===== src/rtl/ones_pattern_gen.sv =====
`timescale 1ns/1ps
// Serial ones-pattern generator: builds q = (1<<min(cnt,W))-1 one bit per clock via a right shift.
// Optional LSB-first serial output enabled by defining ONES_PATTERN_SERIAL_EN.
module ones_pattern_gen #(
  parameter int unsigned W  = 8,
  parameter int unsigned CW = $clog2(W + 1)
) (
  input  logic          clk,
  input  logic          rst_n,
  input  logic          load,
  input  logic [CW-1:0] cnt,
  output logic [W-1:0]  q,
  output logic          busy,
  output logic          done,
  output logic          sat
`ifdef ONES_PATTERN_SERIAL_EN
  ,
  output logic          sout
`endif
);

  localparam logic [0:0]    S_IDLE  = 1'b0;
  localparam logic [0:0]    S_BUILD = 1'b1;
  localparam logic [CW-1:0] W_C     = CW'(W);
  localparam logic [CW-1:0] LAST_C  = CW'(W - 1);

  logic [0:0]    state_q, state_d;
  logic [W-1:0]  q_q, q_d;
  logic [CW-1:0] idx_q, idx_d;
  logic [CW-1:0] cnt_lat_q, cnt_lat_d;
  logic          busy_q, busy_d;
  logic          done_q, done_d;
  logic          sat_q, sat_d;
  logic          shift_bit;
`ifdef ONES_PATTERN_SERIAL_EN
  logic          sout_q, sout_d;
`endif

  // State and datapath registers
  always_ff @(posedge clk or negedge rst_n) begin
    if (!rst_n) begin
      state_q   <= S_IDLE;
      q_q       <= '0;
      idx_q     <= '0;
      cnt_lat_q <= '0;
      busy_q    <= 1'b0;
      done_q    <= 1'b0;
      sat_q     <= 1'b0;
`ifdef ONES_PATTERN_SERIAL_EN
      sout_q    <= 1'b0;
`endif
    end else begin
      state_q   <= state_d;
      q_q       <= q_d;
      idx_q     <= idx_d;
      cnt_lat_q <= cnt_lat_d;
      busy_q    <= busy_d;
      done_q    <= done_d;
      sat_q     <= sat_d;
`ifdef ONES_PATTERN_SERIAL_EN
      sout_q    <= sout_d;
`endif
    end
  end

  // Next-state and output logic; done and sout are single-cycle unless re-asserted
  always_comb begin
    state_d   = state_q;
    q_d       = q_q;
    idx_d     = idx_q;
    cnt_lat_d = cnt_lat_q;
    busy_d    = busy_q;
    done_d    = 1'b0;
    sat_d     = sat_q;
    shift_bit = 1'b0;
`ifdef ONES_PATTERN_SERIAL_EN
    sout_d    = 1'b0;
`endif
    case (state_q)
      S_IDLE: begin
        if (load) begin
          cnt_lat_d = (cnt > W_C) ? W_C : cnt;
          sat_d     = (cnt > W_C);
          q_d       = '0;
          idx_d     = '0;
          busy_d    = 1'b1;
          state_d   = S_BUILD;
        end
      end
      S_BUILD: begin
        // First bit shifted in ends up at the LSB after W shifts
        shift_bit = (idx_q < cnt_lat_q);
        q_d       = {shift_bit, q_q[W-1:1]};
        idx_d     = idx_q + CW'(1);
`ifdef ONES_PATTERN_SERIAL_EN
        sout_d    = shift_bit;
`endif
        if (idx_q == LAST_C) begin
          state_d = S_IDLE;
          busy_d  = 1'b0;
          done_d  = 1'b1;
        end
      end
    endcase
  end

  assign q    = q_q;
  assign busy = busy_q;
  assign done = done_q;
  assign sat  = sat_q;
`ifdef ONES_PATTERN_SERIAL_EN
  assign sout = sout_q;
`endif

endmodule


===== config.mk =====
export PLATFORM = sky130hd
export DESIGN_NAME = ones_pattern_gen
export DESIGN_NICKNAME = d
export VERILOG_FILES = /design/src/rtl/ones_pattern_gen.sv
export SDC_FILE = /design/constraint.sdc
export NUM_CORES = 1
export LEC_CHECK = 0
export ABC_AREA = 0
export CAP_MARGIN = 20
export CORE_MARGIN = 1.5
export CORE_UTILIZATION = 45
export CTS_CLUSTER_DIAMETER = 60
export DETAILED_ROUTE_END_ITERATION = 7
export DONT_BUFFER_PORTS = 1
export GPL_TIMING_DRIVEN = 1
export PLACE_DENSITY = 0.68
export SYNTH_ARGS = -nofsm -noshare
export SYNTH_HDL_FRONTEND = slang
export SYNTH_SLANG_ARGS = --single-unit

===== constraint.sdc =====
create_clock -name clk -period 3.5 [get_ports clk]
set_input_delay 0.7 -clock clk [delete_from_list [all_inputs] [get_ports clk]]
set_output_delay 0.7 -clock clk [all_outputs]
set_load 0.05 [all_outputs]

Word level (Yosys, flattened, before mapping). Index checks and enable logic that the tools add are counted.

Flip-flop bits (word level): 20. Input port bits: 7. Output and inout bits: 11.

Add/sub/neg operators: 1. Magnitude comparators: 2. Eq/ne operators: 3. Mux-type cells: 13. Bitwise logic cells: 1. Reductions and logical operators: 2.

Operators with widths (count): $pmux 8 s2 (1); $mux 4 (2); $mux 8 (1); $pmux 4 s2 (1); $mux 1 (6); $add 4x1->4 const B (1); $eq 4x3->1 const B (1); $gt 4x4->1 const B (1); $lt 4x4->1 (1); $pmux 1 s2 (2); $reduce_and 2->1 (2); $ne 2x1->1 const B (1); $ne 2x2->1 const B (1); $not 1->1 (1).

Logic depth before layout (Yosys ltp). Gate-level depths: netlist of the first run.

Depth in word-level cells: 3. Mapped depth: 5. Depth with buffers taken out: 5.

Least setup slack after synthesis of the first run. OpenSTA, ideal clock, no wires.

Path kind: register -> output. Start point: register q_q[1], in the netlist q[1]. End point: output q[1]. Arrival: 0.616 ns. Data required time: 2.800 ns. Path slack: 2.184 ns. Cell stages (with the launch flop): 1. Path through: dfrtp_1.

RTL lines: start: declaration (RTL line 28) `logic [W-1:0] q_q, q_d;`; start signal: assignment (RTL line 54) `q_q <= q_d;`; end: declaration (RTL line 12) `output logic [W-1:0] q,`.

No word-level cell between the ends.

Worst setup path in the final report of the first run.
Start point: register q_q[2], in the netlist q[2]. End point: output q[2].

No word-level cell between the ends.

==> key figures, run 1 <==
Clock network
  – CTS H-tree depth: 1
  – Setup repair bufs after CTS: 0
  – CTS tree: built
  – Clock slew seen by the registers of the worst setup and hold paths: 0.11 ns
  – Hold_buf cts: 0
  – CTS Buf Count: 3
  – Clock Tree Root: clkbuf_4
  – Clk_lat worst skew: 0.30 ns
  – Clock Sinks: 20
  – Post-CTS sizing: 0
  – Clk buf depth: 2

Placement
  – Port Buf Inserts: 0
  – Routability congestion estimate: 0.7247
  – Placed Cells: 102
  – Hpwl dp: 1026 um

Global route
  – Largest net degree at the start of global routing: 22
  – Initial antenna violation count: 0
  – Total global routing track utilization: 0.1545
  – Gr busiest metal: met1
  – Global-route wire length before repair: 2318 um
  – Number of global-route vias before repair: 536
  – Met2 Track Usage GR: 0.2027
  – Met1 Usage GRT: 0.2319
  – GR Util met3: 0.06038
  – Global route overflow: 0

Synthesis
  – Syn_area_per_cell: 11.14 um2
  – Post-synthesis mux area share: 0.02809
  – Synth Instances: 80
  – Largest family of logic cells by synthesized area: simple AND/OR/NAND/NOR gates
  – Seq cells post-synth: 20
  – Net Count, Synth: 91
  – Xor-xnor portion of the synthesized cell area: 0.01966
  – Synth warn: 0
  – Yosys cell types: 22
  – Compound-Gate Fraction of Synth Area: 0.1362
  – Sequential element share of the synthesized area: 0.5618
  – Synth Area in Simple Gates: 0.1573
  – Adder-cell share of the synthesized area: 0.05618
  – Synthesized area: 890.9 um2

Setup path
  – CP Class: reg -> out
  – Setup crit start: q[2]
  – Top fanout value on the critical path: 3
  – Critical Path Start Type: register
  – WP data arrival: 0.98 ns
  – Register-to-register setup slack: 1.97 ns
  – Worst r2r path cells: 2
  – RR Endpoint: cnt_lat_q[3]
  – Worst Path Required: 2.80 ns
  – Crit Reg-Reg Startpoint: state_q
  – Critical Path End Type: output pin

STA
  – Least-Margin Pin Slew: 0.5561 ns
  – Total negative slack: 0 ns
  – Crit path time final: 1.682 ns
  – Setup Skew: 0.006835 ns
  – Final Cycle Share: 0.4807
  – Max frequency: 0.5944 GHz
  – Slew headroom: 0.6293
  – Final hold viol count: 0
  – RSZ-0062 raised after global routing: no
  – Setup Viol. Count Final: 0
  – Slew Limit Fails: 0

Floorplanning
  – Height of the die: 47.50 um
  – IO Count: 18
  – Initial Utilization: 0.4996
  – Die width: 47.50 um
  – Cell Rows: 15
  – Area of the die: 2256 um2
  – Core Area: 1783 um2

Finish
  – Nets@finish: 93
  – Most frequent cells in the layout: dfrtp_1 (20), nand2b_1 (10), nand2_1 (10), o21ai_0 (10)
  – Share of post-route cells with drive strength above 1: 0.07407
  – Core Util, Final: 0.5256
  – Area Growth Syn to Fin: 5.197%
  – Commonest non-fill, non-tap cell in the layout: dfrtp_1
  – Filler cells: 167
  – N_diodes: 0
  – Finished Layout Cells: 106

Drt
  – Pre-antenna DRT Iters: 4
  – ANT nets after route: 0
  – Routed wire per std cell: 13.42 um
  – DRC Markers: 0
  – Number of vias per cell: 5.274
  – Post-detailed-routing wire length: 1422 um
  – Via count: 559
  – DRT iter0 DRCs: 5

Worst hold path
  – Worst min-delay path class: in -> async

Run status
  – Status: complete, no violations

Run
  – Reported max-cap violation count: 0
registers in the layout (all words and copies together) (netlist names):
register,cells
busy,1
cnt_lat_q,4
done,1
idx_q,4
q,8
sat,1
state_q,1
stage by stage:
| step | hold slack, ns | setup WS, ns | instance area, um2 |
|---|---|---|---|
| final | 0.07299 | 1.818 | 937.1 |
| after global routing | 0.04382 | 1.773 | 937.1 |
| after floorplan | 0.4044 | 2.184 | 890.9 |
| after CTS | 0.06193 | 1.805 | 937.1 |
| after global placement | 0.4049 | 2.046 | 900.9 |
| after detailed placement | 0.4048 | 2.021 | 900.9 |
synth_stat cells:
library cell,number,area [um2]
buf_6,1,11.26
nand3_1,1,5.000
mux2i_1,1,10.01
ha_1,4,50.05
dfrtp_1,20,500.5
a21oi_1,2,10.01
nand2_1,10,37.54
a32o_1,1,10.01
or3b_1,1,8.760
o31ai_1,1,7.510
o21ai_0,10,50.05
mux2_4,1,15.01
o2111ai_1,1,8.760
nand2b_1,10,62.56
xnor2_1,1,8.760
nor2_1,2,7.510
and4b_1,1,10.01
or2b_2,1,8.760
xor2_1,1,8.760
buf_2,2,10.01
inv_1,4,15.01
a22o_1,4,35.03
logic make-up (layout without fill, tap and decap cells):
| family | Yosys count | in the layout |
|---|---|---|
| mux | 2 | 2 |
| xor+xnor | 2 | 2 |
| fa+ha+maj | 4 | 4 |
| compound gates | 19 | 19 |
| flops | 20 | 20 |
| buf+inv | 7 | 8 |
| simple gates | 26 | 26 |
worst max path at each step:
stage	to	slack, ns	cells after the start
detailed placement	cnt_lat_q[3]	2.02	2
global route	q[1]	1.77	0
global placement	cnt_lat_q[3]	2.05	2
finish	q[2]	1.82	0
floorplan	q[1]	2.18	0
CTS	q[7]	1.80	0
routing by layer:
metal | vias to the layer above | routed length [um]
li1 | 276 | -
met5 | - | 0
met1 | 266 | 698
met2 | 15 | 625
met4 | 0 | 16
met3 | 2 | 81
cell type report:
cell class | instances | area, um2 | share of cell area
Sequential cell | 20 | 500.5 | 0.5340
Multi-Input combinational cell | 53 | 354.1 | 0.3778
Clock buffer | 4 | 36.28 | 0.03872
Tap cell | 25 | 31.28 | 0.03338
Inverter | 4 | 15.01 | 0.01602
Power of run 1 is not shown: default switching activity piles up to over one toggle a cycle in this logic, so the estimate is an artifact.
==> run 2: changes to the inputs <==
Settings changed: ABC_AREA 0 to 1, PLACE_DENSITY 0.68 to 0.7.
Clock period 3.5 ns to 1.4 ns, I/O delays scaled along.
==> run 2 against run 1 <==
Non-clock buffer count increased by 1. Synthesized cell count rose by 19%. Sequential share of layout area down 0.49 points. Design area is 0.93% higher. Via count increased by 8.8%. Highest routed layer unchanged. Critical path depth unchanged. Die area shrank 0.92%. Worst setup slack got worse by 1.7 ns. Routed wire length grew 9.4%. Utilization increased by 0.49 points.
==> key figures, run 2 <==
Clock network
  – Clock Tree Root: clkbuf_4
  – CTS tree: built
  – CTS H-tree depth: 1 (unchanged)
  – Clock Sinks: 20 (unchanged)
  – Clock slew seen by the registers of the worst setup and hold paths: 0.10 ns (about the same)
  – Clk buf depth: 2 (unchanged)
  – CTS Buf Count: 3 (unchanged)
  – Clk_lat worst skew: 0.29 ns (about the same)

Synthesis
  – Post-synth ARST share: 1.000 (unchanged)
  – Synth warn: 0 (unchanged)
  – Most instantiated library cell after synthesis: nand2_1
  – Synth Instances: 95 (+19%)
  – Post-synth EDFFs: 0 (unchanged)
  – Main area contributors after synthesis: dfrtp_1 (57%), nand2_1 (8.9%), inv_1 (6.4%)
  – Cell taking the most area after synthesis: dfrtp_1
  – Yosys cell types: 19 (-14%)
  – Seq cells post-synth: 20 (unchanged)
  – Post-synth top area share: 0.5674 (+0.005578)
  – Sequential element share of the synthesized area: 0.5674 (+0.005578)
  – Synthesized area: 882.1 um2 (-0.98%)
  – Net Count, Synth: 106 (+16%)
  – Syn_area_per_cell: 9.285 um2 (-17%)
  – Synth Flop Type: dfrtp_1
  – Most frequent cells after synthesis: nand2_1 (21), dfrtp_1 (20), inv_1 (15)

Drt
  – Number of vias per cell: 4.903 (-7.0%)
  – Post-detailed-routing wire length: 1555 um (+9.4%)
  – Pre-antenna DRT Iters: 2 (-2)
  – Routed wire per std cell: 12.54 um (-6.5%)
  – ANT nets after route: 0 (unchanged)
  – DRC Markers: 0 (unchanged)
  – DRT iter0 DRCs: 15 (+10)
  – Via count: 608 (+8.8%)

STA
  – Slew headroom: 0.4295 (-0.1997)
  – Least-Margin Pin Slew: 0.8529 ns (+0.2968 ns)
  – Total negative slack: 0 ns (unchanged)
  – Max frequency: 0.8108 GHz
  – Crit path time final: 1.233 ns
  – Slew Limit Fails: 0 (unchanged)
  – Setup Viol. Count Final: 0 (unchanged)
  – Final hold viol count: 0 (unchanged)
  – Setup Skew: 0.003225 ns (-0.003611 ns)
  – RSZ-0062 raised after global routing: no
  – Final Cycle Share: 0.8810

Floorplanning
  – Cell Rows: 15 (unchanged)
  – IO Count: 18 (unchanged)
  – Area of the die: 2235 um2 (-0.92%)
  – Die width: 47.28 um (-0.46%)
  – Initial Utilization: 0.4947 (-0.004912)
  – Core Area: 1783 um2 (unchanged)
  – Height of the die: 47.28 um (-0.46%)

Global route
  – Initial antenna violation count: 0 (unchanged)
  – Total global routing track utilization: 0.1804 (+0.02599)
  – Number of global-route vias before repair: 627 (+17%)
  – Largest net degree at the start of global routing: 21 (-4.5%)
  – Global route overflow: 0 (unchanged)
  – Global-route wire length before repair: 2691 um (+16%)

Placement
  – Routability congestion estimate: 0.7825 (+8.0%)
  – Hpwl dp: 1210 um (+18%)
  – Port Buf Inserts: 0 (unchanged)

Setup path
  – Top fanout value on the critical path: 3 (unchanged)
  – WP data arrival: 0.95 ns (-0.03 ns)
  – Critical Path Start Type: register
  – CP Class: reg -> out
  – Worst Path Required: 1.12 ns (-1.68 ns)
  – Critical Path End Type: output pin

Finish
  – Most frequent cells in the layout: nand2_1 (21), dfrtp_1 (20), inv_1 (15), o21ai_1 (8)
  – N_diodes: 0 (unchanged)
  – Max FFs per register: 8 (unchanged)
  – Commonest non-fill, non-tap cell in the layout: nand2_1
  – Area Growth Syn to Fin: 7.234%
  – Nets@finish: 112 (+20%)
  – Share of post-route cells with drive strength above 1: 0.1515 (+0.07744)

Worst hold path
  – Worst min-delay path class: in -> reg

Run
  – Reported max-cap violation count: 0 (unchanged)

Run status
  – Status: complete, no violations
==> run 2: changes by cell type after synthesis, sizes merged, moves of 2 or more <==
| cell | delta |
|---|---|
| inv | +16 |
| nand2 | +13 |
| nand2b | -10 |
| nor2 | +5 |
| o22ai | +5 |
| a22o | -4 |
| buf | -3 |
| nor3 | +2 |
| o21ai | -2 |
==> run 2: metrics by stage <==
step	area (um2)	instances	utilization	worst slack, ns	hold slack (ns)
after floorplan	882.1	95	-	0.3321	-0.01559
after global placement	913.4	120	0.5123	0.2714	-0.01508
after detailed placement	913.4	120	0.5123	0.2512	-0.01507
after CTS	945.9	124	0.5305	0.1509	0.09417
after global routing	945.9	124	0.5305	0.1160	0.09337
final	945.9	124	0.5305	0.1666	0.1051
==> run 2: timing repair <==
item                                    CTS  global route
endpoints found under the setup margin    0             0
setup buffers                             0             0
gates resized for setup                   0             0
endpoints found under the hold margin    20             0
hold buffers                              1             0
==> run 2: cell type report <==
type                            instances  area (um2)
Inverter                               21       81.33
Multi-Input combinational cell         54       300.3
Tap cell                               25       31.28
Timing Repair Buffer                    1       10.01
Sequential cell                        20       500.5
Clock buffer                            3       22.52
Fill cell                             173       837.1
==> run 2: kinds of logic after synthesis <==
family / after synthesis / synth area share
flip-flops: 20 / 0.5674
AND/OR/NAND/NOR: 34 / 0.1816
AO/OA/AOI/OAI: 16 / 0.1021
buffers and inverters: 21 / 0.09219
adder cells (fa/ha/maj): 4 / 0.05674
==> run 2: per-layer routing <==
layer,track usage,up-vias,part of all wire,routed length [um]
met5,0,-,0,0
met2,0.2784,12,0.48,752
met4,0.1056,0,0.0090,14
met1,0.2230,287,0.47,727
met3,0.05385,2,0.039,60
li1,-,307,-,-
==> run 2: final timing paths <==
kind	from	depth (start not counted)	to	slack, ns
worst max register to register	idx_q[3]	5	q[7]	0.23
worst min register to register	cnt_lat_q[0]	2	cnt_lat_q[0]	0.51
worst max-delay path	q[7]	0	q[7]	0.17
min in group asynchronous	rst_n	1	busy	0.53
worst min-delay path	cnt[0]	2	cnt_lat_q[0]	0.11
max in group asynchronous	rst_n	1	cnt_lat_q[0]	0.34
Power of run 2 is left out for the same reason.
==> run 3: changes to the inputs <==
Settings changed: PLACE_DENSITY 0.7 to not set.
Clock period 1.4 ns to 1.25 ns, I/O delays scaled along.
==> run 3 against run 2 <==
First-iteration DRC count is 13% lower. Critical path depth did not move. Die area is the same. Routed wire length is 1.4% lower. Global-route usage decreased by 0.77 points. Critical path type unchanged.
==> key figures, run 3 (synthesized netlist as in run 2, its figures left out) <==
Run status
  – Status: complete, no violations

Clock network
  – Clock slew seen by the registers of the worst setup and hold paths: 0.10 ns (about the same)
  – CTS tree: built
  – Clk buf depth: 2 (unchanged)
  – Clk_lat worst skew: 0.30 ns (about the same)
  – Post-CTS sizing: 0 (unchanged)
  – CTS Buf Count: 3 (unchanged)
  – Clock Tree Root: clkbuf_4
  – CTS H-tree depth: 1 (unchanged)
  – Clock Sinks: 20 (unchanged)

Global route
  – Largest net degree at the start of global routing: 21 (unchanged)
  – Total global routing track utilization: 0.1727 (-0.007703)
  – Initial antenna violation count: 0 (unchanged)
  – Global-route wire length before repair: 2580 um (-4.1%)
  – Number of global-route vias before repair: 595 (-5.1%)
  – Global route overflow: 0 (unchanged)

STA
  – Setup Viol. Count Final: 0 (unchanged)
  – Slew headroom: 0.4147 (-0.01485)
  – Max frequency: 0.8190 GHz
  – Setup Skew: 0.009742 ns (+0.006517 ns)
  – Crit path time final: 1.221 ns
  – RSZ-0062 raised after global routing: yes
  – Slew Limit Fails: 0 (unchanged)
  – Least-Margin Pin Slew: 0.8751 ns (+0.02220 ns)
  – Final Cycle Share: 0.9768
  – Final hold viol count: 0 (unchanged)

Setup path
  – Register-to-register setup slack: 0.10 ns (-0.13 ns)
  – WP data arrival: 0.97 ns (+0.02 ns)
  – Critical Path Start Type: register
  – Critical Path End Type: output pin
  – Worst Setup EP: q[7]
  – CP Depth: 0 (unchanged)
  – RR Endpoint: q[7]
  – CP Class: reg -> out
  – Worst Path Required: 1.00 ns (-0.12 ns)
  – Top fanout value on the critical path: 3 (unchanged)
  – Setup crit start: q[7]
  – Crit Reg-Reg Startpoint: idx_q[3]
  – Worst r2r path cells: 5 (unchanged)

Finish
  – Nets@finish: 118 (+5.4%)
  – Core Util, Final: 0.5635 (+0.03298)
  – Commonest non-fill, non-tap cell in the layout: nand2_1
  – Max FFs per register: 8 (unchanged)
  – Share of post-route cells with drive strength above 1: 0.2075 (+0.05603)
  – N_diodes: 0 (unchanged)
  – Most frequent cells in the layout: nand2_1 (21), dfrtp_1 (20), inv_1 (15), o21ai_1 (8), buf_4 (6)
  – Area Growth Syn to Fin: 13.90%
  – Final instance area: 1005 um2 (+6.2%)

Floorplanning
  – Core Area: 1783 um2 (unchanged)
  – Area of the die: 2235 um2 (unchanged)
  – IO Count: 18 (unchanged)
  – Height of the die: 47.28 um (unchanged)
  – Initial Utilization: 0.4947 (unchanged)
  – Cell Rows: 15 (unchanged)
  – Die width: 47.28 um (unchanged)

Drt
  – ANT nets after route: 0 (unchanged)
  – Post-detailed-routing wire length: 1533 um (-1.4%)
  – DRC Markers: 0 (unchanged)
  – DRT iter0 DRCs: 13 (-2)
  – Number of vias per cell: 4.809 (-1.9%)
  – Pre-antenna DRT Iters: 4 (+2)
  – Routed wire per std cell: 11.70 um (-6.7%)
  – Via count: 630 (+3.6%)

Run
  – Reported max-cap violation count: 0 (unchanged)

Worst hold path
  – Worst min-delay path class: in -> reg
  – Hold Path Depth: 2 (unchanged)

Placement
  – Routability congestion estimate: 0.7641 (-2.4%)
  – Placed cell area: 958.4 um2 (+4.9%)
  – Port Buf Inserts: 0 (unchanged)
  – Hpwl dp: 1190 um (-1.7%)
==> run 3: cell type report <==
class	instances	area (um2)
timing repair buffer	7	55.05
fill	171	778.2
clock buffer	4	36.28
sequential	20	500.5
tap	25	31.28
inverter	21	81.33
multi-input combinational	54	300.3
==> run 3: how the worst min path moves through the flow <==
stage	start	to	slack, ns
detailed placement	rst_n	done	-0.05
global placement	rst_n	done	-0.05
floorplan	rst_n	busy	-0.05
CTS	cnt[0]	cnt_lat_q[0]	0.07
finish	cnt[0]	cnt_lat_q[0]	0.07
global route	cnt[0]	cnt_lat_q[0]	0.05
==> run 3: stage by stage <==
step | hold WS (ns) | setup TNS [ns] | setup WS (ns) | std cells
2_1_floorplan | -0.04559 | 0 | 0.1821 | 95
3_3_place_gp | -0.04510 | 0 | 0.1241 | 126
3_5_place_dp | -0.04513 | 0 | 0.1371 | 126
4_1_cts | 0.06543 | 0 | 0.01587 | 131
5_1_grt | 0.05124 | -0.01815 | -0.01815 | 131
6_report | 0.07142 | 0 | 0.02903 | 131
==> run 3: timing repair <==
| item | in CTS | in global routing |
|---|---|---|
| endpoints found under the hold margin | 20 | 0 |
| buffers inserted | 0 | 0 |
| setup endpoints to repair | 0 | 1 |
| hold buffers | 1 | 0 |
==> run 3: worst register-to-register path, stage by stage, from the launching register on <==
cell and delay (ns):
dfrtp_1 0.44, ha_1 0.31, nand2_1 0.05, nor3b_2 0.14, nand2_1 0.06, nand2_1 0.04
==> run 3: routing by layer <==
metal	share of wire	global-route usage	wire length, um
met1	0.45	0.2233	696
met2	0.49	0.2595	748
met3	0.030	0.03462	46
met4	0.027	0.1167	42
met5	0	0	0
Power of run 3 is left out for the same reason.
